### src/rtl/selfadd_frame_feeder_pkg.sv
// Shared types and default constants for the self-add frame feeder.
package selfadd_frame_feeder_pkg;

    localparam int LANE_W         = 16;
    localparam int PAIR_W         = 2 * LANE_W;
    localparam int DEF_ISSUE_GAP  = 4;
    localparam int DEF_CLR_CYCLES = 2;

    typedef enum logic [2:0] {
        ST_IDLE,
        ST_ISSUE,
        ST_DRAIN,
        ST_OUTPUT,
        ST_CLEAR
    } state_t;

    typedef struct packed {
        logic [LANE_W-1:0] a;
        logic [LANE_W-1:0] b;
    } pair_t;

endpackage

### src/rtl/selfadd_frame_feeder_if.sv
// Bundle of the feeder's input, accumulator and output ports; master is the feeder side.
interface selfadd_frame_feeder_if
    import selfadd_frame_feeder_pkg::*;
#(
    parameter int LEN_W = 8
);
    logic [LEN_W-1:0]  cfg_frame_len;
    logic              in_v;
    logic              in_rdy;
    logic [LANE_W-1:0] in_data_a;
    logic [LANE_W-1:0] in_data_b;
    logic              acc_data_v;
    logic [LANE_W-1:0] acc_data_a;
    logic [LANE_W-1:0] acc_data_b;
    logic              acc_usr_rst;
    logic              acc_res_v;
    logic [LANE_W-1:0] acc_res_a;
    logic [LANE_W-1:0] acc_res_b;
    logic              out_v;
    logic              out_rdy;
    logic [LANE_W-1:0] out_data_a;
    logic [LANE_W-1:0] out_data_b;
    logic              busy;

    modport master (
        input  cfg_frame_len, in_v, in_data_a, in_data_b,
        input  acc_res_v, acc_res_a, acc_res_b, out_rdy,
        output in_rdy, acc_data_v, acc_data_a, acc_data_b, acc_usr_rst,
        output out_v, out_data_a, out_data_b, busy
    );

    modport slave (
        output cfg_frame_len, in_v, in_data_a, in_data_b,
        output acc_res_v, acc_res_a, acc_res_b, out_rdy,
        input  in_rdy, acc_data_v, acc_data_a, acc_data_b, acc_usr_rst,
        input  out_v, out_data_a, out_data_b, busy
    );

endinterface

### src/rtl/selfadd_feed_fifo.sv
// Synchronous FIFO with registered flags and registered read data (no fall-through).
// o_can_push is low while in reset and whenever the FIFO is full.
module selfadd_feed_fifo #(
    parameter int DEPTH = 8,
    parameter int W     = 32
) (
    input  logic         clk,
    input  logic         rst_n,
    input  logic         i_push,
    input  logic [W-1:0] i_din,
    input  logic         i_pop,
    output logic [W-1:0] o_dout,
    output logic         o_can_push,
    output logic         o_empty
);
    localparam int AW = $clog2(DEPTH);

    logic [W-1:0]  r_mem [DEPTH];
    logic [AW-1:0] r_wr_ptr;
    logic [AW-1:0] r_rd_ptr;
    logic [AW:0]   r_cnt;
    logic [AW:0]   w_cnt_nx;
    logic [W-1:0]  r_dout;
    logic          r_can_push;
    logic          r_empty;

    always_comb begin
        w_cnt_nx = r_cnt;
        if (i_push && !i_pop) begin
            w_cnt_nx = r_cnt + 1'b1;
        end else if (!i_push && i_pop) begin
            w_cnt_nx = r_cnt - 1'b1;
        end
    end

    always_ff @(posedge clk) begin
        if (i_push) begin
            r_mem[r_wr_ptr] <= i_din;
        end
    end

    always_ff @(posedge clk or negedge rst_n) begin
        if (!rst_n) begin
            r_wr_ptr   <= '0;
            r_rd_ptr   <= '0;
            r_cnt      <= '0;
            r_dout     <= '0;
            r_can_push <= 1'b0;
            r_empty    <= 1'b1;
        end else begin
            if (i_push) begin
                r_wr_ptr <= r_wr_ptr + 1'b1;
            end
            if (i_pop) begin
                r_rd_ptr <= r_rd_ptr + 1'b1;
                r_dout   <= r_mem[r_rd_ptr];
            end
            r_cnt      <= w_cnt_nx;
            r_can_push <= (w_cnt_nx != (AW+1)'(DEPTH));
            r_empty    <= (w_cnt_nx == '0);
        end
    end

    assign o_dout     = r_dout;
    assign o_can_push = r_can_push;
    assign o_empty    = r_empty;

endmodule

### src/rtl/selfadd_frame_feeder.sv
// Issues buffered lane pairs to the self-add accumulator at most once per ISSUE_GAP cycles,
// returns the frame sum on out_v/out_rdy (held until taken), then clears the accumulator.
module selfadd_frame_feeder
    import selfadd_frame_feeder_pkg::*;
#(
    parameter int FIFO_DEPTH = 8,
    parameter int ISSUE_GAP  = DEF_ISSUE_GAP,
    parameter int LEN_W      = 8,
    parameter int CLR_CYCLES = DEF_CLR_CYCLES
) (
    input logic                    clk,
    input logic                    rst,
    selfadd_frame_feeder_if.master bus
);
    localparam int GAP_W = $clog2(ISSUE_GAP + 1);
    localparam int CLR_W = $clog2(CLR_CYCLES + 1);

    state_t            r_state;
    state_t            w_state_nx;
    pair_t             w_in_pair;
    pair_t             w_fifo_dout;
    logic              w_push;
    logic              w_pop;
    logic              w_fifo_can_push;
    logic              w_fifo_empty;
    logic              w_res_cnt_en;
    logic              w_res_last;
    logic [LEN_W-1:0]  w_issue_inc;
    logic [LEN_W-1:0]  w_res_inc;
    logic [LEN_W-1:0]  w_len_cfg;
    logic [LEN_W-1:0]  r_len;
    logic [LEN_W-1:0]  r_issue_cnt;
    logic [LEN_W-1:0]  r_res_cnt;
    logic [GAP_W-1:0]  r_gap;
    logic [CLR_W-1:0]  r_clr_cnt;
    logic              r_pop_q;
    logic              r_acc_data_v;
    pair_t             r_acc_data;
    logic              r_acc_usr_rst;
    logic              r_out_v;
    pair_t             r_out_data;
    logic              r_busy;

    assign w_in_pair = {bus.in_data_a, bus.in_data_b};
    assign w_push    = bus.in_v && w_fifo_can_push;
    assign w_len_cfg = (bus.cfg_frame_len == '0) ? LEN_W'(1) : bus.cfg_frame_len;

    selfadd_feed_fifo #(
        .DEPTH (FIFO_DEPTH),
        .W     (PAIR_W)
    ) u_fifo (
        .clk        (clk),
        .rst_n      (rst),
        .i_push     (w_push),
        .i_din      (w_in_pair),
        .i_pop      (w_pop),
        .o_dout     (w_fifo_dout),
        .o_can_push (w_fifo_can_push),
        .o_empty    (w_fifo_empty)
    );

    always_comb begin
        w_state_nx   = r_state;
        w_pop        = 1'b0;
        w_res_last   = 1'b0;
        w_issue_inc  = r_issue_cnt + 1'b1;
        w_res_inc    = r_res_cnt + 1'b1;
        w_res_cnt_en = bus.acc_res_v && (r_state == ST_ISSUE || r_state == ST_DRAIN);
        case (r_state)
            ST_IDLE: begin
                if (!w_fifo_empty) w_state_nx = ST_ISSUE;
            end
            ST_ISSUE: begin
                if (!w_fifo_empty && r_gap == '0) begin
                    w_pop = 1'b1;
                    if (w_issue_inc == r_len) w_state_nx = ST_DRAIN;
                end
            end
            ST_DRAIN: begin
                if (w_res_cnt_en && w_res_inc == r_len) begin
                    w_res_last = 1'b1;
                    w_state_nx = ST_OUTPUT;
                end
            end
            ST_OUTPUT: begin
                if (bus.out_rdy) w_state_nx = ST_CLEAR;
            end
            ST_CLEAR: begin
                if (r_clr_cnt == CLR_W'(CLR_CYCLES - 1)) w_state_nx = ST_IDLE;
            end
            default: w_state_nx = ST_IDLE;
        endcase
    end

    always_ff @(posedge clk or negedge rst) begin
        if (!rst) begin
            r_state <= ST_IDLE;
        end else begin
            r_state <= w_state_nx;
        end
    end

    always_ff @(posedge clk or negedge rst) begin
        if (!rst) begin
            r_len         <= '0;
            r_issue_cnt   <= '0;
            r_res_cnt     <= '0;
            r_gap         <= '0;
            r_clr_cnt     <= '0;
            r_pop_q       <= 1'b0;
            r_acc_data_v  <= 1'b0;
            r_acc_data    <= '0;
            r_acc_usr_rst <= 1'b0;
            r_out_v       <= 1'b0;
            r_out_data    <= '0;
            r_busy        <= 1'b0;
        end else begin
            if (r_state == ST_IDLE && w_state_nx == ST_ISSUE) begin
                r_len       <= w_len_cfg;
                r_issue_cnt <= '0;
                r_res_cnt   <= '0;
                r_gap       <= '0;
            end else begin
                if (w_pop) begin
                    r_gap       <= GAP_W'(ISSUE_GAP - 1);
                    r_issue_cnt <= w_issue_inc;
                end else if (r_gap != '0) begin
                    r_gap <= r_gap - 1'b1;
                end
                if (w_res_cnt_en) r_res_cnt <= w_res_inc;
            end
            // The FIFO read register lands one cycle after the pop, so the strobe trails by one stage.
            r_pop_q      <= w_pop;
            r_acc_data_v <= r_pop_q;
            if (r_pop_q) r_acc_data <= w_fifo_dout;
            if (w_res_last) begin
                r_out_v    <= 1'b1;
                r_out_data <= {bus.acc_res_a, bus.acc_res_b};
            end else if (r_state == ST_OUTPUT && bus.out_rdy) begin
                r_out_v <= 1'b0;
            end
            r_clr_cnt     <= (r_state == ST_CLEAR) ? r_clr_cnt + 1'b1 : '0;
            r_acc_usr_rst <= (w_state_nx == ST_CLEAR);
            r_busy        <= (w_state_nx != ST_IDLE);
        end
    end

    assign bus.in_rdy      = w_fifo_can_push;
    assign bus.acc_data_v  = r_acc_data_v;
    assign bus.acc_data_a  = r_acc_data.a;
    assign bus.acc_data_b  = r_acc_data.b;
    assign bus.acc_usr_rst = r_acc_usr_rst;
    assign bus.out_v       = r_out_v;
    assign bus.out_data_a  = r_out_data.a;
    assign bus.out_data_b  = r_out_data.b;
    assign bus.busy        = r_busy;

endmodule
### src/flat_wrapper.sv
// flat-port wrapper written by rule: the top's interface ports become plain ports
module selfadd_frame_feeder_flat import selfadd_frame_feeder_pkg::*;
#(
    parameter int FIFO_DEPTH = 8,
    parameter int ISSUE_GAP  = DEF_ISSUE_GAP,
    parameter int LEN_W      = 8,
    parameter int CLR_CYCLES = DEF_CLR_CYCLES
)
  (clk, rst, bus_cfg_frame_len, bus_in_v, bus_in_data_a, bus_in_data_b, bus_acc_res_v, bus_acc_res_a, bus_acc_res_b, bus_out_rdy, bus_in_rdy, bus_acc_data_v, bus_acc_data_a, bus_acc_data_b, bus_acc_usr_rst, bus_out_v, bus_out_data_a, bus_out_data_b, bus_busy);
  selfadd_frame_feeder_if #(.LEN_W(LEN_W)) bus_i ();
  input logic clk;
  input logic rst;
  input wire logic [$bits(bus_i.cfg_frame_len)-1:0] bus_cfg_frame_len;
  input wire logic [$bits(bus_i.in_v)-1:0] bus_in_v;
  input wire logic [$bits(bus_i.in_data_a)-1:0] bus_in_data_a;
  input wire logic [$bits(bus_i.in_data_b)-1:0] bus_in_data_b;
  input wire logic [$bits(bus_i.acc_res_v)-1:0] bus_acc_res_v;
  input wire logic [$bits(bus_i.acc_res_a)-1:0] bus_acc_res_a;
  input wire logic [$bits(bus_i.acc_res_b)-1:0] bus_acc_res_b;
  input wire logic [$bits(bus_i.out_rdy)-1:0] bus_out_rdy;
  output wire logic [$bits(bus_i.in_rdy)-1:0] bus_in_rdy;
  output wire logic [$bits(bus_i.acc_data_v)-1:0] bus_acc_data_v;
  output wire logic [$bits(bus_i.acc_data_a)-1:0] bus_acc_data_a;
  output wire logic [$bits(bus_i.acc_data_b)-1:0] bus_acc_data_b;
  output wire logic [$bits(bus_i.acc_usr_rst)-1:0] bus_acc_usr_rst;
  output wire logic [$bits(bus_i.out_v)-1:0] bus_out_v;
  output wire logic [$bits(bus_i.out_data_a)-1:0] bus_out_data_a;
  output wire logic [$bits(bus_i.out_data_b)-1:0] bus_out_data_b;
  output wire logic [$bits(bus_i.busy)-1:0] bus_busy;
  assign bus_i.cfg_frame_len = bus_cfg_frame_len;
  assign bus_i.in_v = bus_in_v;
  assign bus_i.in_data_a = bus_in_data_a;
  assign bus_i.in_data_b = bus_in_data_b;
  assign bus_i.acc_res_v = bus_acc_res_v;
  assign bus_i.acc_res_a = bus_acc_res_a;
  assign bus_i.acc_res_b = bus_acc_res_b;
  assign bus_i.out_rdy = bus_out_rdy;
  assign bus_in_rdy = bus_i.in_rdy;
  assign bus_acc_data_v = bus_i.acc_data_v;
  assign bus_acc_data_a = bus_i.acc_data_a;
  assign bus_acc_data_b = bus_i.acc_data_b;
  assign bus_acc_usr_rst = bus_i.acc_usr_rst;
  assign bus_out_v = bus_i.out_v;
  assign bus_out_data_a = bus_i.out_data_a;
  assign bus_out_data_b = bus_i.out_data_b;
  assign bus_busy = bus_i.busy;
  selfadd_frame_feeder #(.FIFO_DEPTH(FIFO_DEPTH), .ISSUE_GAP(ISSUE_GAP), .LEN_W(LEN_W), .CLR_CYCLES(CLR_CYCLES)) u_core (.clk(clk), .rst(rst), .bus(bus_i));
endmodule
### config.mk
export PLATFORM = sky130hd
export DESIGN_NAME = selfadd_frame_feeder_flat
export DESIGN_NICKNAME = d
export VERILOG_FILES = /design/src/rtl/selfadd_frame_feeder_pkg.sv /design/src/rtl/selfadd_frame_feeder_if.sv /design/src/rtl/selfadd_feed_fifo.sv /design/src/rtl/selfadd_frame_feeder.sv /design/src/flat_wrapper.sv
export SDC_FILE = /design/constraint.sdc
export NUM_CORES = 1
export LEC_CHECK = 0
export ABC_CLOCK_PERIOD_IN_PS = 7600
export CAP_MARGIN = 30
export CORE_ASPECT_RATIO = 1.2
export CORE_MARGIN = 5
export CORE_UTILIZATION = 40
export CTS_CLUSTER_SIZE = 16
export DETAILED_ROUTE_END_ITERATION = 6
export DONT_BUFFER_PORTS = 1
export GPL_TIMING_DRIVEN = 0
export SLEW_MARGIN = 20
export SYNTH_ARGS = -nofsm -noshare
export SYNTH_HDL_FRONTEND = slang
export SYNTH_SLANG_ARGS = --single-unit
export TNS_END_PERCENT = 20
### constraint.sdc
create_clock -name clk -period 7.6 [get_ports clk]
set_input_delay 1.52 -clock clk [delete_from_list [all_inputs] [get_ports clk]]
set_output_delay 1.52 -clock clk [all_outputs]
set_load 0.02 [all_outputs]
==> reports/metrics.cfg <==
[run_status]
status = finished, final reports clean

[synthesis]
ys.flop_type = edfxtp_1
seq_area_frac_synth_pct = 71.52
synth_edf_count = 256
ys_types = 54
synthMuxAreaShare_pct = 16.79
synth_top_family_by_area = multiplexers
synth-seq-cells = 401
synth_async_sr_flop_share_pct = 36.16
syn_area_um2 = 15820
synthesis.nets = 969
synthXorXnorAreaFrac_pct = 2.325
yosys_warnings = 0
syn_avg_cell_area_um2 = 17.92
syn_inst = 883
synth_adder_area_share_pct = 0.7749
synth_compound_area_share_pct = 2.886
synth-simple-area-share_pct = 4.120

[power_and_ir_drop]
p_sw_mw = 2.129
ir_drop_mv = 0.2491
power.density_nw_per_um2 = 380.7
power_frac_comb_pct = 26.0
p_total_mw = 6.966
sw_frac_of_total_pct = 30.56
p_int_mw = 4.837
p_seq_share_pct = 45.3
leakage_nw = 6.775
clockPowerShare_pct = 28.7

[clocking]
cts_setup_buffers = 0
cts_resized = 0
clk_latency_ps = 550
cts_buffer_depth = 3
cts_tree = done
cts_sinks = 401
htreeDepth = 2
cts_hold_repair.buffers = 0
path_clk_slew_ps = 60
cts_root_buf = clkbuf_16
cts-buffers-inserted = 42

[place]
gp_congestion = 0.7552
postPlaceCellArea_um2 = 16910
hpwl_um = 21830
io_buffers = 0
dpl_worst_slack_ps = 3934
dpl.cell_count = 1445

[critical_path]
startpoint_type = input port
cp_data_required_time_ps = 7840
r2r-start = u_core.r_state[2]
critPathKind = in -> reg
endpoint_kind = flip-flop
r2r_end = u_core.u_fifo.o_empty
critPathLaunch = bus_in_v
crit_arrival_ps = 3350
rrSetupSlack_ps = 4780
crit_end = u_core.u_fifo.r_mem[4][7]
r2r_cells = 7
crit_fanout = 8

[routing]
drc = 0
ant_nets = 0
first_pass_iters = 5
wl_met1_um = 13140
dr.max_layer_used = met4
dr_wl_met2_um = 15870
vias = 7844
routed_via_density = 5.150
wl_met3_um = 2650
routed_wl_um = 32220
wl_per_cell_um = 21.15
drtIter0Drc = 377

[floorplanning]
dieArea_um2 = 43650
die_w_um = 191.6
core_um2 = 38940
initial_core_util_pct = 40.63
die_y_um = 227.9
pin_count = 146
row_count = 79

[timing]
setup_ws_ps = 4492
max_freq_mhz = 321.7
worst_pin_slew_ps = 953.5
finalCriticalPeriod_ps = 3108
drv_slew = 0
finalCritPeriodShare_pct = 40.90
relSlewSlack_pct = 36.43
hold_viol = 0
rsz0062_at_grt = no
setup_viol = 0
clock_skew_ps = 16.25

[final_layout]
final_cell_count_no_fill = 1523
final_common_cell = edfxtp_1
final_util_pct = 46.99
mostFrequentLayoutCells = 256 x edfxtp_1, 144 x dfrtp_1, 64 x mux4_2, 58 x nand2_1, 44 x mux2_2
nets = 1052
drive_gt1_share_pct = 25.68
area_growth_syn_to_layout_pct = 15.66
num_antenna_cells = 0
final_area_um2 = 18300

[worst_hold_path]
hold_path_class = reg -> reg

[grt]
first_global_vias = 8288
grt_pass1_wl_um = 49770
grt.total_usage_pct = 14.72
grt-ovfl-total = 0
grt_max_degree = 146
antenna_found_initial = 0

[run]
max_cap_violations = 0

-- power groups by stage --
stage	Combinational (mW)	Sequential, mW	Clock [mW]
global route	2.00	3.21	2.16
floorplan	1.30	3.12	0
global placement	1.70	3.22	0
CTS	1.84	3.16	2.06
finish	1.81	3.15	2.00
detailed placement	1.84	3.20	0
-- flip-flops by register name, indices dropped and copies added, names as in the netlist, 3 cells and up --
| register | cells |
|---|---|
| u_core.bus.acc_data_a | 16 |
| u_core.bus.acc_data_b | 16 |
| u_core.bus.out_data_a | 16 |
| u_core.bus.out_data_b | 16 |
| u_core.r_gap | 3 |
| u_core.r_issue_cnt | 8 |
| u_core.r_len | 8 |
| u_core.r_res_cnt | 8 |
| u_core.r_state | 3 |
| u_core.u_fifo.o_dout | 32 |
| u_core.u_fifo.r_cnt | 4 |
| u_core.u_fifo.r_mem | 256 |
| u_core.u_fifo.r_rd_ptr | 3 |
| u_core.u_fifo.r_wr_ptr | 3 |
-- cell families (layout without fill, tap and decap cells) --
kind of cell,count (synthesis),after routing
compound gates,72,72
xor+xnor,42,42
fa+ha+maj,10,10
buf+inv,57,171
flops,401,401
mux,169,169
simple gates,132,132
-- synthesized netlist by cell type (all sizes together) (4+ instances only) --
cell type  instances  share of area (%)
and4               4               0.22
a211oi             6               0.28
nor3               9               0.28
nand4              7               0.28
mux2              72                5.6
mux4              64                9.1
buf               20               0.70
nand3              7               0.22
xnor2             23                1.3
mux2i             33                2.1
edfxtp           256                 49
xor2              19                1.1
nor2              26               0.62
a31oi              4               0.16
ha                 9               0.71
dfrtp            144                 23
inv               12               0.28
clkbuf            25               0.59
nand2             58                1.4
o21ai             36                1.1
a21oi              8               0.25
-- area by class of cell --
class / count / area [um^2]
Sequential cell: 401 / 11320
Multi-Input combinational cell: 425 / 4305
Timing Repair Buffer: 39 / 412.9
Fill cell: 3355 / 20640
Tap cell: 526 / 658.1
Buffer: 45 / 205.2
Inverter: 12 / 45.04
Clock buffer: 49 / 1119
Clock inverter: 26 / 239.0
-- critical path: stages --
cell and delay (ps):
and2_1 100, clkbuf_1 270, nand2_1 280, nor3_2 670
buf_4 320, buf_6 180
-- per-stage QoR --
stage,TNS (ps),hold WS [ps]
floorplan,0,351.9
global placement,-43190,358.2
detailed placement,0,364.7
CTS,0,377.0
global route,0,391.3
finish,0,379.3
-- worst min-delay path by stage --
stage / from / to / slack, ps / cells after the start
final: u_core.r_pop_q / u_core.bus.acc_data_v / 380 / 0
after CTS: u_core.r_pop_q / u_core.bus.acc_data_v / 380 / 0
after global routing: u_core.r_pop_q / u_core.bus.acc_data_v / 390 / 0
after global placement: u_core.r_pop_q / u_core.bus.acc_data_v / 360 / 0
after detailed placement: u_core.r_pop_q / u_core.bus.acc_data_v / 360 / 0
after floorplan: u_core.r_pop_q / u_core.bus.acc_data_v / 350 / 0
-- per-layer routing --
layer,vias up,track usage [%]
li1,3549,-
met1,4049,18.86
met2,205,24.40
met3,41,4.751
met4,0,3.637
met5,-,0
Note: power is estimated with default switching activity, not from simulation.
